**config.mk**
```make
export PLATFORM = sky130hd
export DESIGN_NAME = eth_frame_gen_flat
export DESIGN_NICKNAME = d
export VERILOG_FILES = /design/src/rtl/eth_frame_gen_if.sv /design/src/rtl/eth_frame_gen.sv /design/src/flat_wrapper.sv
export SDC_FILE = /design/constraint.sdc
export NUM_CORES = 1
export LEC_CHECK = 0
export CELL_PAD_IN_SITES_DETAIL_PLACEMENT = 0
export CELL_PAD_IN_SITES_GLOBAL_PLACEMENT = 1
export CORE_MARGIN = 4
export CORE_UTILIZATION = 40
export DETAILED_ROUTE_END_ITERATION = 6
export PLACE_DENSITY = 0.86
export SLEW_MARGIN = 20
export SYNTH_ARGS = -nofsm -noshare
export SYNTH_HDL_FRONTEND = slang
export SYNTH_SLANG_ARGS = --single-unit
```
**constraint.sdc**
```tcl
create_clock -name clk125 -period 10.8 [get_ports clk125]
set_input_delay 1.08 -clock clk125 [delete_from_list [all_inputs] [get_ports clk125]]
set_output_delay 1.08 -clock clk125 [all_outputs]
set_load 0.05 [all_outputs]
```
**src/rtl/eth_frame_gen_if.sv**
```systemverilog
// rtl/eth_frame_gen_if.sv - GMII transmit-side byte stream bundle
//
// Purpose: carries the generated GMII transmit stream out of eth_frame_gen.
// Signals:
//   gmii_txd    8  data byte, one per clk125 cycle
//   gmii_tx_en  1  frame valid, preamble through FCS
//   gmii_tx_er  1  transmit error, held low by the generator
// Modports: master = driving side (generator), slave = observing side.
interface eth_frame_gen_if;
    logic [7:0] gmii_txd;
    logic       gmii_tx_en;
    logic       gmii_tx_er;

    modport master (output gmii_txd, gmii_tx_en, gmii_tx_er);
    modport slave  (input  gmii_txd, gmii_tx_en, gmii_tx_er);
endinterface

```
**src/rtl/eth_frame_gen.sv**
```systemverilog
// rtl/eth_frame_gen.sv - GMII Ethernet frame generator for MAC/PHY self-test
//
// Purpose: emits complete Ethernet frames one byte per clk125 cycle:
//   preamble, SFD, DST, SRC, EtherType, payload, zero pad, CRC32 FCS, IFG.
// Ports:
//   clk125, reset            clock and synchronous active-high reset
//   start, stop              run control pulses
//   frames                   frames per run, 0 = run until stop
//   dst_mac, src_mac         MAC addresses, most significant byte sent first
//   ethertype                type/length, most significant byte sent first
//   payload_len, mode, seed  payload length and pattern selection
//   corrupt_fcs              invert the first FCS byte
//   gmii                     GMII transmit stream (master modport)
//   busy, done, frame_cnt    run status
module eth_frame_gen #(
    parameter int PREAMBLE_LEN = 7,
    parameter int IFG_BYTES    = 12,
    parameter int MAX_PAYLOAD  = 1500,
    parameter int MIN_PAYLOAD  = 46
) (
    input  logic                   clk125,
    input  logic                   reset,
    input  logic                   start,
    input  logic                   stop,
    input  logic [15:0]            frames,
    input  logic [47:0]            dst_mac,
    input  logic [47:0]            src_mac,
    input  logic [15:0]            ethertype,
    input  logic [10:0]            payload_len,
    input  logic [1:0]             mode,
    input  logic [7:0]             seed,
    input  logic                   corrupt_fcs,
    eth_frame_gen_if.master        gmii,
    output logic                   busy,
    output logic                   done,
    output logic [15:0]            frame_cnt
);
    typedef enum logic [3:0] {
        S_IDLE, S_PRE, S_SFD, S_DST, S_SRC, S_TYPE, S_PAY, S_PAD, S_FCS, S_IFG
    } state_t;

    localparam logic [10:0] PRE_LAST = 11'(PREAMBLE_LEN - 1);
    localparam logic [10:0] IFG_LAST = 11'(IFG_BYTES - 1);
    localparam logic [10:0] MAX_L    = 11'(MAX_PAYLOAD);
    localparam logic [10:0] MIN_L    = 11'(MIN_PAYLOAD);

    // Reflected IEEE 802.3 CRC32, one byte per call.
    function automatic logic [31:0] crc32_byte(input logic [31:0] c, input logic [7:0] d);
        logic [31:0] r;
        r = c ^ {24'h0, d};
        for (int b = 0; b < 8; b++) begin
            r = r[0] ? ((r >> 1) ^ 32'hEDB88320) : (r >> 1);
        end
        return r;
    endfunction

    // Fibonacci LFSR x^8+x^6+x^5+x^4+1, shifting toward the MSB.
    function automatic logic [7:0] lfsr_step(input logic [7:0] s);
        return {s[6:0], s[7] ^ s[5] ^ s[4] ^ s[3]};
    endfunction

    state_t      state_q, state_d;
    logic [10:0] cnt_q, cnt_d;
    logic [31:0] crc_q, crc_d;
    logic [7:0]  pat_q, pat_d;
    logic [15:0] frame_cnt_q, frame_cnt_d;
    logic        stop_pend_q, stop_pend_d;
    logic        done_q, done_d;
    logic [47:0] dst_q, dst_d, src_q, src_d;
    logic [15:0] type_q, type_d, frames_q, frames_d;
    logic [10:0] len_q, len_d, pad_q, pad_d;
    logic [1:0]  mode_q, mode_d;
    logic        corrupt_q, corrupt_d;

    logic [7:0]  tx_byte;
    logic        tx_en;
    logic        crc_en;
    logic        load;
    logic        stop_now;
    logic [2:0]  byte_sel;
    logic [31:0] fcs_word;
    logic [7:0]  pat_next;
    logic [10:0] len_clamp;

    always_ff @(posedge clk125) begin
        if (reset) begin
            state_q     <= S_IDLE;
            cnt_q       <= '0;
            crc_q       <= '1;
            pat_q       <= '0;
            frame_cnt_q <= '0;
            stop_pend_q <= 1'b0;
            done_q      <= 1'b0;
            dst_q       <= '0;
            src_q       <= '0;
            type_q      <= '0;
            frames_q    <= '0;
            len_q       <= '0;
            pad_q       <= '0;
            mode_q      <= '0;
            corrupt_q   <= 1'b0;
        end else begin
            state_q     <= state_d;
            cnt_q       <= cnt_d;
            crc_q       <= crc_d;
            pat_q       <= pat_d;
            frame_cnt_q <= frame_cnt_d;
            stop_pend_q <= stop_pend_d;
            done_q      <= done_d;
            dst_q       <= dst_d;
            src_q       <= src_d;
            type_q      <= type_d;
            frames_q    <= frames_d;
            len_q       <= len_d;
            pad_q       <= pad_d;
            mode_q      <= mode_d;
            corrupt_q   <= corrupt_d;
        end
    end

    always_comb begin
        byte_sel  = 3'd5 - cnt_q[2:0];
        fcs_word  = ~crc_q;
        len_clamp = (payload_len > MAX_L) ? MAX_L : payload_len;
        case (mode_q)
            2'd1:    pat_next = pat_q;
            2'd2:    pat_next = lfsr_step(pat_q);
            default: pat_next = pat_q + 8'd1;
        endcase

        // Byte on the wire for the current state.
        tx_byte = 8'h00;
        tx_en   = 1'b0;
        crc_en  = 1'b0;
        case (state_q)
            S_PRE:  begin tx_byte = 8'h55; tx_en = 1'b1; end
            S_SFD:  begin tx_byte = 8'hD5; tx_en = 1'b1; end
            S_DST:  begin tx_byte = dst_q[{byte_sel, 3'b000} +: 8]; tx_en = 1'b1; crc_en = 1'b1; end
            S_SRC:  begin tx_byte = src_q[{byte_sel, 3'b000} +: 8]; tx_en = 1'b1; crc_en = 1'b1; end
            S_TYPE: begin tx_byte = cnt_q[0] ? type_q[7:0] : type_q[15:8]; tx_en = 1'b1; crc_en = 1'b1; end
            S_PAY:  begin tx_byte = pat_q; tx_en = 1'b1; crc_en = 1'b1; end
            S_PAD:  begin tx_byte = 8'h00; tx_en = 1'b1; crc_en = 1'b1; end
            S_FCS: begin
                tx_en = 1'b1;
                case (cnt_q[1:0])
                    2'd0:    tx_byte = fcs_word[7:0] ^ {8{corrupt_q}};
                    2'd1:    tx_byte = fcs_word[15:8];
                    2'd2:    tx_byte = fcs_word[23:16];
                    default: tx_byte = fcs_word[31:24];
                endcase
            end
            default: ;
        endcase

        state_d     = state_q;
        cnt_d       = cnt_q + 11'd1;
        crc_d       = crc_en ? crc32_byte(crc_q, tx_byte) : crc_q;
        pat_d       = pat_q;
        frame_cnt_d = frame_cnt_q;
        done_d      = 1'b0;
        load        = 1'b0;
        // A stop seen in IDLE is dropped unless it coincides with an accepted start.
        stop_pend_d = stop_pend_q | (stop & ((state_q != S_IDLE) | start));
        stop_now    = stop_pend_q | stop;
        dst_d       = dst_q;
        src_d       = src_q;
        type_d      = type_q;
        frames_d    = frames_q;
        len_d       = len_q;
        pad_d       = pad_q;
        mode_d      = mode_q;
        corrupt_d   = corrupt_q;

        case (state_q)
            S_IDLE: begin
                cnt_d = '0;
                if (start) begin
                    load        = 1'b1;
                    frame_cnt_d = '0;
                    state_d     = S_PRE;
                end
            end
            S_PRE:  if (cnt_q == PRE_LAST) begin state_d = S_SFD; cnt_d = '0; end
            S_SFD:  begin state_d = S_DST; cnt_d = '0; end
            S_DST:  if (cnt_q == 11'd5) begin state_d = S_SRC; cnt_d = '0; end
            S_SRC:  if (cnt_q == 11'd5) begin state_d = S_TYPE; cnt_d = '0; end
            S_TYPE: if (cnt_q == 11'd1) begin
                cnt_d   = '0;
                state_d = (len_q != 11'd0) ? S_PAY : ((pad_q != 11'd0) ? S_PAD : S_FCS);
            end
            S_PAY: begin
                // Pad bytes never advance the pattern, so only PAY steps it.
                pat_d = pat_next;
                if (cnt_q == len_q - 11'd1) begin
                    cnt_d   = '0;
                    state_d = (pad_q != 11'd0) ? S_PAD : S_FCS;
                end
            end
            S_PAD:  if (cnt_q == pad_q - 11'd1) begin state_d = S_FCS; cnt_d = '0; end
            S_FCS:  if (cnt_q == 11'd3) begin
                state_d = S_IFG;
                cnt_d   = '0;
                if (frame_cnt_q != 16'hFFFF) frame_cnt_d = frame_cnt_q + 16'd1;
            end
            S_IFG:  if (cnt_q == IFG_LAST) begin
                if (stop_now || (frames_q != 16'd0 && frame_cnt_q >= frames_q)) begin
                    state_d     = S_IDLE;
                    cnt_d       = '0;
                    done_d      = 1'b1;
                    stop_pend_d = 1'b0;
                end else begin
                    load    = 1'b1;
                    state_d = S_PRE;
                end
            end
            default: state_d = S_IDLE;
        endcase

        // Configuration is captured once per frame on entry to PRE.
        if (load) begin
            cnt_d     = '0;
            crc_d     = '1;
            dst_d     = dst_mac;
            src_d     = src_mac;
            type_d    = ethertype;
            frames_d  = frames;
            len_d     = len_clamp;
            pad_d     = (len_clamp < MIN_L) ? (MIN_L - len_clamp) : 11'd0;
            mode_d    = mode;
            corrupt_d = corrupt_fcs;
            pat_d     = (mode == 2'd2 && seed == 8'h00) ? 8'hFF : seed;
        end
    end

    assign gmii.gmii_txd   = tx_byte;
    assign gmii.gmii_tx_en = tx_en;
    assign gmii.gmii_tx_er = 1'b0;
    assign busy            = (state_q != S_IDLE);
    assign done            = done_q;
    assign frame_cnt       = frame_cnt_q;
endmodule

```
**src/flat_wrapper.sv**
```systemverilog
// flat-port wrapper written by rule: the top's interface ports become plain ports
module eth_frame_gen_flat 
#(
    parameter int PREAMBLE_LEN = 7,
    parameter int IFG_BYTES    = 12,
    parameter int MAX_PAYLOAD  = 1500,
    parameter int MIN_PAYLOAD  = 46
)
  (clk125, reset, start, stop, frames, dst_mac, src_mac, ethertype, payload_len, mode, seed, corrupt_fcs, busy, done, frame_cnt, gmii_gmii_txd, gmii_gmii_tx_en, gmii_gmii_tx_er);
  eth_frame_gen_if gmii_i ();
  input  logic clk125;
  input  logic reset;
  input  logic start;
  input  logic stop;
  input  logic [15:0] frames;
  input  logic [47:0] dst_mac;
  input  logic [47:0] src_mac;
  input  logic [15:0] ethertype;
  input  logic [10:0] payload_len;
  input  logic [1:0] mode;
  input  logic [7:0] seed;
  input  logic corrupt_fcs;
  output logic busy;
  output logic done;
  output logic [15:0] frame_cnt;
  output wire logic [$bits(gmii_i.gmii_txd)-1:0] gmii_gmii_txd;
  output wire logic [$bits(gmii_i.gmii_tx_en)-1:0] gmii_gmii_tx_en;
  output wire logic [$bits(gmii_i.gmii_tx_er)-1:0] gmii_gmii_tx_er;
  assign gmii_gmii_txd = gmii_i.gmii_txd;
  assign gmii_gmii_tx_en = gmii_i.gmii_tx_en;
  assign gmii_gmii_tx_er = gmii_i.gmii_tx_er;
  eth_frame_gen #(.PREAMBLE_LEN(PREAMBLE_LEN), .IFG_BYTES(IFG_BYTES), .MAX_PAYLOAD(MAX_PAYLOAD), .MIN_PAYLOAD(MIN_PAYLOAD)) u_core (.clk125(clk125), .reset(reset), .start(start), .stop(stop), .frames(frames), .dst_mac(dst_mac), .src_mac(src_mac), .ethertype(ethertype), .payload_len(payload_len), .mode(mode), .seed(seed), .corrupt_fcs(corrupt_fcs), .gmii(gmii_i), .busy(busy), .done(done), .frame_cnt(frame_cnt));
endmodule
```
======== Yosys cells after proc, flatten, opt, wreduce, memory -nomap -nowiden ========
Cells that the tools add are included.
word-level totals
  bits of input ports ..................... 154
  bits in registers ....................... 226
  output and inout bits ................... 28
cells by class
  magnitude comparators ................... 3
  add/subtract/negate cells ............... 7
  bitwise operators ....................... 20
  shifts and indexed selects .............. 2
  equality and inequality tests ........... 33
  multiplexer cells ....................... 53
  reduce and logical (&&, ||, !) cells .... 21
operator list
  cell                                                  number
  two-way mux 32 bit                                    8
  NOT 13 -> 14 bit                                      8
  two-way mux 11 bit                                    10
  indexed part select 48 x 7 -> 8 bit                   2
  one-hot mux 11 bit (8 select lines)                   1
  one-hot mux 8 bit (7 select lines)                    1
  two-way mux 16 bit                                    3
  two-way mux 4 bit                                     11
  one-hot mux 4 bit (10 select lines)                   1
  two-way mux 8 bit                                     4
  NOT 32 bit                                            1
  one-hot mux 16 bit (2 select lines)                   1
  bitwise XOR 32 x 8 -> 32 bit                          1
  one-hot mux 8 bit (3 select lines)                    1
  equality test 11 bit                                  2
  equality test 11 x 3 -> 1 bit, second input constant  2
  nonzero test 11 bit                                   2
  subtractor 11 x 1 -> 11 bit, second input constant    2
  != test 2 x 1 -> 1 bit, second input constant         10
  adder 16 x 1 -> 16 bit, second input constant         1
  equality test 4 x 3 -> 1 bit, second input constant   4
  >= comparator 16 bit                                  1
  != test 16 bit, second input constant                 1
  one-hot mux 8 bit (2 select lines)                    1
  other kinds (37)                                      60

======== Longest topological paths before layout ========
  depth after elaboration ................. 21
  depth in mapped cells ................... 16
  mapped depth without buffers ............ 15

======== Worst setup path before layout ========
Ideal clock, no wire load.
  path type ............................... register -> register
  start ................................... reg u_core.cnt_q[1]
  end ..................................... reg u_core.crc_q[19]
  period minus slack after synthesis ...... 3.595 ns
  setup time .............................. 0.079 ns
  cell stages (with the launch flop) ...... 13
  data arrival time ....................... 3.516 ns
  path slack .............................. 7.205 ns
  data required time ...................... 10.721 ns
  path buffers ............................ 1
  cells stage by stage .................... dfxtp_1 clkbuf_1 inv_2 ha_1 nor2b_1 a2111o_1 a221oi_1 o41ai_4 xor2_4 xor2_2 xnor2_2 xnor3_1 o211ai_1
RTL lines
  element                                                            line                  text
  start: declaration                                                 eth_frame_gen.sv:63   logic [10:0] cnt_q, cnt_d;
  start signal: assignment                                           eth_frame_gen.sv:104  cnt_q <= cnt_d;
  subtractor 3 bit, or another cell as far along                     eth_frame_gen.sv:122  byte_sel = 3'd5 - cnt_q[2:0];
  indexed part select 48 x 7 -> 8 bit, or another cell as far along  eth_frame_gen.sv:139  S_SRC: begin tx_byte = src_q[{byte_sel, 3'b000} +: 8]; tx_en = 1'b1; crc_en = 1'b1; end
  one-hot mux 8 bit (7 select lines) (*)                             eth_frame_gen.sv:135  case (state_q)
  via gmii_gmii_txd[3]                                               flat_wrapper.sv:26    output wire logic [$bits(gmii_i.gmii_txd)-1:0] gmii_gmii_txd;
  bitwise XOR 32 x 8 -> 32 bit (*)                                   eth_frame_gen.sv:50   r = c ^ {24'h0, d};
  two-way mux 32 bit (*) (5 in series)                               eth_frame_gen.sv:52   r = r[0] ? ((r >> 1) ^ 32'hEDB88320) : (r >> 1);
  NOT 13 -> 14 bit (no line)                                         -
  two-way mux 32 bit (*)                                             eth_frame_gen.sv:52
  NOT 13 -> 14 bit (no line)                                         -
  two-way mux 32 bit (*)                                             eth_frame_gen.sv:52
  NOT 13 -> 14 bit (no line)                                         -
  two-way mux 32 bit (*)                                             eth_frame_gen.sv:52
  end signal: assignment                                             eth_frame_gen.sv:105  crc_q <= crc_d;
  end: declaration                                                   eth_frame_gen.sv:64   logic [31:0] crc_q, crc_d;
Mark *: on every way through the listed nets, which the timed path passes. The rest lies on a longest branch.
A chain may end at the register's enable or synchronous reset.

======== Final worst setup path ========
  start ................................... reg u_core.cnt_q[1]
  end ..................................... out gmii_gmii_txd[3]
on the way
  word-level cells in the longest chain between the ends .. 3
RTL lines
  element                                                            line
  subtractor 3 bit, or another cell as far along                     eth_frame_gen.sv:122
  indexed part select 48 x 7 -> 8 bit, or another cell as far along  eth_frame_gen.sv:139
  one-hot mux 8 bit (7 select lines) (*)                             eth_frame_gen.sv:135
  end: declaration                                                   flat_wrapper.sv:26
Mark *: on every way between the ends. The rest lies on a longest branch, timed or not.

==> impl_metrics.tcl <==
set metrics [dict create \
    crit_chain "inv_2, ha_1, nor2b_1, a2111o_1, a221oi_1, o41ai_4, clkdlybuf4s50_1" \
    seqPwrFrac_pct 31.5 \
    p_per_area_mw_per_mm2 226 \
    ys_seq_elements 226 \
    ctsResizeCount 0 \
    coreArea_sq_mm 0.0319 \
    antenna_found_initial 0 \
    seq_area_frac_synth_pct 34.7 \
    p_sw_share_pct 40.0 \
    grt_use_met2_pct 36.3 \
    max-cap-violations 0 \
    p_leak_nw 5.49 \
    yosysMostFrequentCell "dfxtp_1" \
    clkSinkCount 226 \
    max_slew_margin_pct 26.3 \
    synthSimpleGateAreaFrac_pct 18.1 \
    crit_arrival_ps 3850 \
    drc_errors 0 \
    hold_class "flip-flop to flip-flop" \
    tns_ps 0 \
    crit_slowest_cell "clkdlybuf4s50_1" \
    vias 12144 \
    hold_violations 0 \
    r2r-start "u_core.frame_cnt[0]$_SDFFE_PP0P_" \
    irDropWorstVdd_mv 0.0964 \
    synthXorXnorAreaFrac_pct 9.93 \
    clock_skew_ps 19.5 \
    clk_latency_ps 530 \
    met1_usage_pct 31.3 \
    final_util_pct 49.3 \
    critPathMaxFanout 13 \
    synth_compound_area_share_pct 23.8 \
    r2r_cells 13 \
    firstDrtPassIters 5 \
    r2r-end "u_core.src_q[33]$_SDFFE_PP0N_" \
    die_w_um 189 \
    synthArstFlopShare_pct 0 \
    critical_path.max_stage_delay_ps 750 \
    synth_top_area_cell "dfxtp_1" \
    syn_area_sq_mm 0.0130 \
    worst_pin_slew_ps 1110 \
    top_usage_layer "met2" \
    hpwl_um 28800 \
    instances_no_fill 2118 \
    cts_root_buf "clkbuf_16" \
    clockPowerShare_pct 23.6 \
    p_switching_mw 1.42 \
    hold_buffers 0 \
    synth_edf_count 0 \
    yosys.area_share.adder_pct 2.59 \
    syn_avg_cell_area_sq_um 8.21 \
    post_cts_buffers 0 \
    area_delta_synth_final_pct 20.7 \
    grt_max_degree 129 \
    syn_nets 1768 \
    cts_max_level 1 \
    yosys_warnings 0 \
    dieArea_sq_mm 0.0355 \
    max_freq_mhz 203 \
    synth_commonest_cells "226 x dfxtp_1, 185 x a21oi_1, 176 x o21ai_0" \
    synth_top_cell_area_share_pct 34.7 \
    slew_violations 0 \
    gp_congestion 0.925 \
    min_period_ps 4930 \
    end_kind "output pin" \
    grt_use_met3_pct 2.89 \
    reg2reg_setup_slack_ps 6510 \
    dp_cells 2073 \
    via_per_inst 5.73 \
    comb_power_share_pct 44.9 \
    globalRouteTotalUtil_pct 22.0 \
    critical_path_class "flip-flop to output pin" \
    internal-power_mw 2.13 \
    std_cell_rows 65 \
    yosys-top-cells-area "dfxtp_1 35%, a21oi_1 7.1%, o21ai_0 6.8%, nand3_1 6.5%, xnor2_1 5.4%" \
    cp.required_ps 9720 \
    drive_gt1_share_pct 6.83 \
    critical_path.startpoint "u_core.cnt_q[1]$_SDFF_PP0_" \
    start_kind "flip-flop" \
    grt_overflow 0 \
    ys.flop_type "dfxtp_1" \
    grt_setup_unrepaired "false" \
    n_antenna_cell 0 \
    final.period_utilization_pct 45.6 \
    synth_mux_area_share_pct 5.19 \
    drt-total-wl_um 40800 \
    n_fill_cell 3048 \
    ys_types 81 \
    syn_inst 1587 \
    io_buffer_count 180 \
    io_pins 182 \
    synth_top_family_by_area "compound AO/OA/AOI/OAI gates" \
    nNetsFinal 1847 \
    cts_buffers 25 \
    cts_tree "built" \
    setup_viol 0 \
    clk_path_buf_depth 3 \
    die_h_um 189 \
    wl_per_cell_um 19.3 \
    endpoint "gmii_gmii_txd[3]" \
    drtAntennaViolNets 0 \
    grt_pass1_vias 11589 \
    grt_pass1_wl_um 64900 \
    path_clk_slew_ps 60 \
    drt_iter0_markers 1160 \
    initial_core_util_pct 40.9 \
    outcome "complete, no violations" \
]
[placed cells by master (no fill, tap or decap), types with 5 or more instances in the layout]
master,netlist,layout
mux4_2,15,15
mux2_2,7,7
inv_1,42,42
o21ai_0,176,176
o211ai_1,32,32
nand4_1,14,14
a21o_1,9,9
clkbuf_16,0,25
and3_1,13,13
clkbuf_8,0,6
or4_1,7,7
nand3_1,169,169
xnor2_2,6,6
ha_1,27,27
xnor2_1,81,81
a21oi_1,185,185
nor4_1,11,11
a211oi_1,23,23
or3_1,13,13
nor2_1,68,68
clkdlybuf4s50_1,0,179
nand2b_1,10,10
a22o_1,10,10
a22oi_1,5,5
clkinv_2,0,6
xor2_1,33,33
nor3_1,29,29
buf_4,3,12
dfxtp_1,226,225
nand2_1,77,76
a221oi_1,8,8
nor2b_1,24,24
mux2i_1,26,26
o22ai_1,5,5
[final cells by class]
type / instances / area [sq um] / area share, %
clock inverter: 9 / 76.3 / 0.485
inverter: 44 / 165 / 1.05
timing repair buffer: 192 / 1900 / 12.1
multi-input combinational: 1177 / 7790 / 49.5
tap: 435 / 544 / 3.46
clock buffer: 35 / 723 / 4.60
sequential: 226 / 4530 / 28.8
[critical path: cells and delay by family, from the launching register on]
family | cells | cell delay [ps]
AOI/OAI and AO/OA | 3 | 1040
buffers and inverters | 2 | 1010
DFF | 1 | 740
adders and majority gates | 1 | 360
and+or+nand+nor | 1 | 160
[stage by stage]
| step | hold WS [ps] | setup slack (ps) | total power, mW | instance area (sq um) |
|---|---|---|---|---|
| floorplan | 440 | 7210 | 2.32 | 13000 |
| global placement | 449 | 6480 | 2.71 | 14900 |
| detailed placement | 456 | 6470 | 2.72 | 14900 |
| CTS | 463 | 5910 | 3.57 | 15700 |
| global route | 477 | 5740 | 3.77 | 15700 |
| finish | 460 | 5870 | 3.56 | 15700 |
[power by group through the flow]
| stage | sequential, mW | combinational [mW] | clock (mW) |
|---|---|---|---|
| finish | 1.12 | 1.60 | 0.838 |
| global route | 1.14 | 1.75 | 0.886 |
| CTS | 1.12 | 1.60 | 0.850 |
| detailed placement | 1.13 | 1.59 | 0 |
| global placement | 1.13 | 1.58 | 0 |
| floorplan | 1.07 | 1.25 | 0 |
[kinds of logic after synthesis]
| kind of cell | count (synthesis) |
|---|---|
| AO/OA/AOI/OAI | 509 |
| AND/OR/NAND/NOR | 463 |
| flip-flops | 226 |
| buffers and inverters | 184 |
| XOR/XNOR | 129 |
| multiplexers | 48 |
| adder cells (fa/ha/maj) | 27 |
| other | 1 |
[flip-flops by register name (all words and copies together) (netlist names)]
signal	cells
u_core.type_q	16
u_core.frames_q	16
u_core.pat_q	8
u_core.cnt_q	11
u_core.stop_pend_q	1
u_core.done	1
u_core.state_q	4
u_core.corrupt_q	1
u_core.frame_cnt	16
u_core.pad_q	11
u_core.mode_q	2
u_core.src_q	48
u_core.crc_q	32
u_core.dst_q	48
u_core.len_q	11
[metal layers]
metal  routed length, um  part of all wire (%)
met4                 602                   1.5
met2               19200                    47
met5                   0                     0
met1               18600                    46
met3                2360                   5.8
[worst min path at each step]
stage | to | depth (start not counted) | startpoint
after floorplan | u_core.type_q[0]$_SDFFE_PP0N_ | 2 | u_core.type_q[0]$_SDFFE_PP0N_
after global placement | u_core.type_q[2]$_SDFFE_PP0N_ | 2 | u_core.type_q[2]$_SDFFE_PP0N_
after detailed placement | u_core.src_q[5]$_SDFFE_PP0N_ | 2 | u_core.src_q[5]$_SDFFE_PP0N_
after CTS | u_core.type_q[11]$_SDFFE_PP0N_ | 2 | u_core.type_q[11]$_SDFFE_PP0N_
after global routing | u_core.dst_q[33]$_SDFFE_PP0N_ | 2 | u_core.dst_q[33]$_SDFFE_PP0N_
final | u_core.src_q[5]$_SDFFE_PP0N_ | 2 | u_core.src_q[5]$_SDFFE_PP0N_
Power figures use the tool's default switching activity.
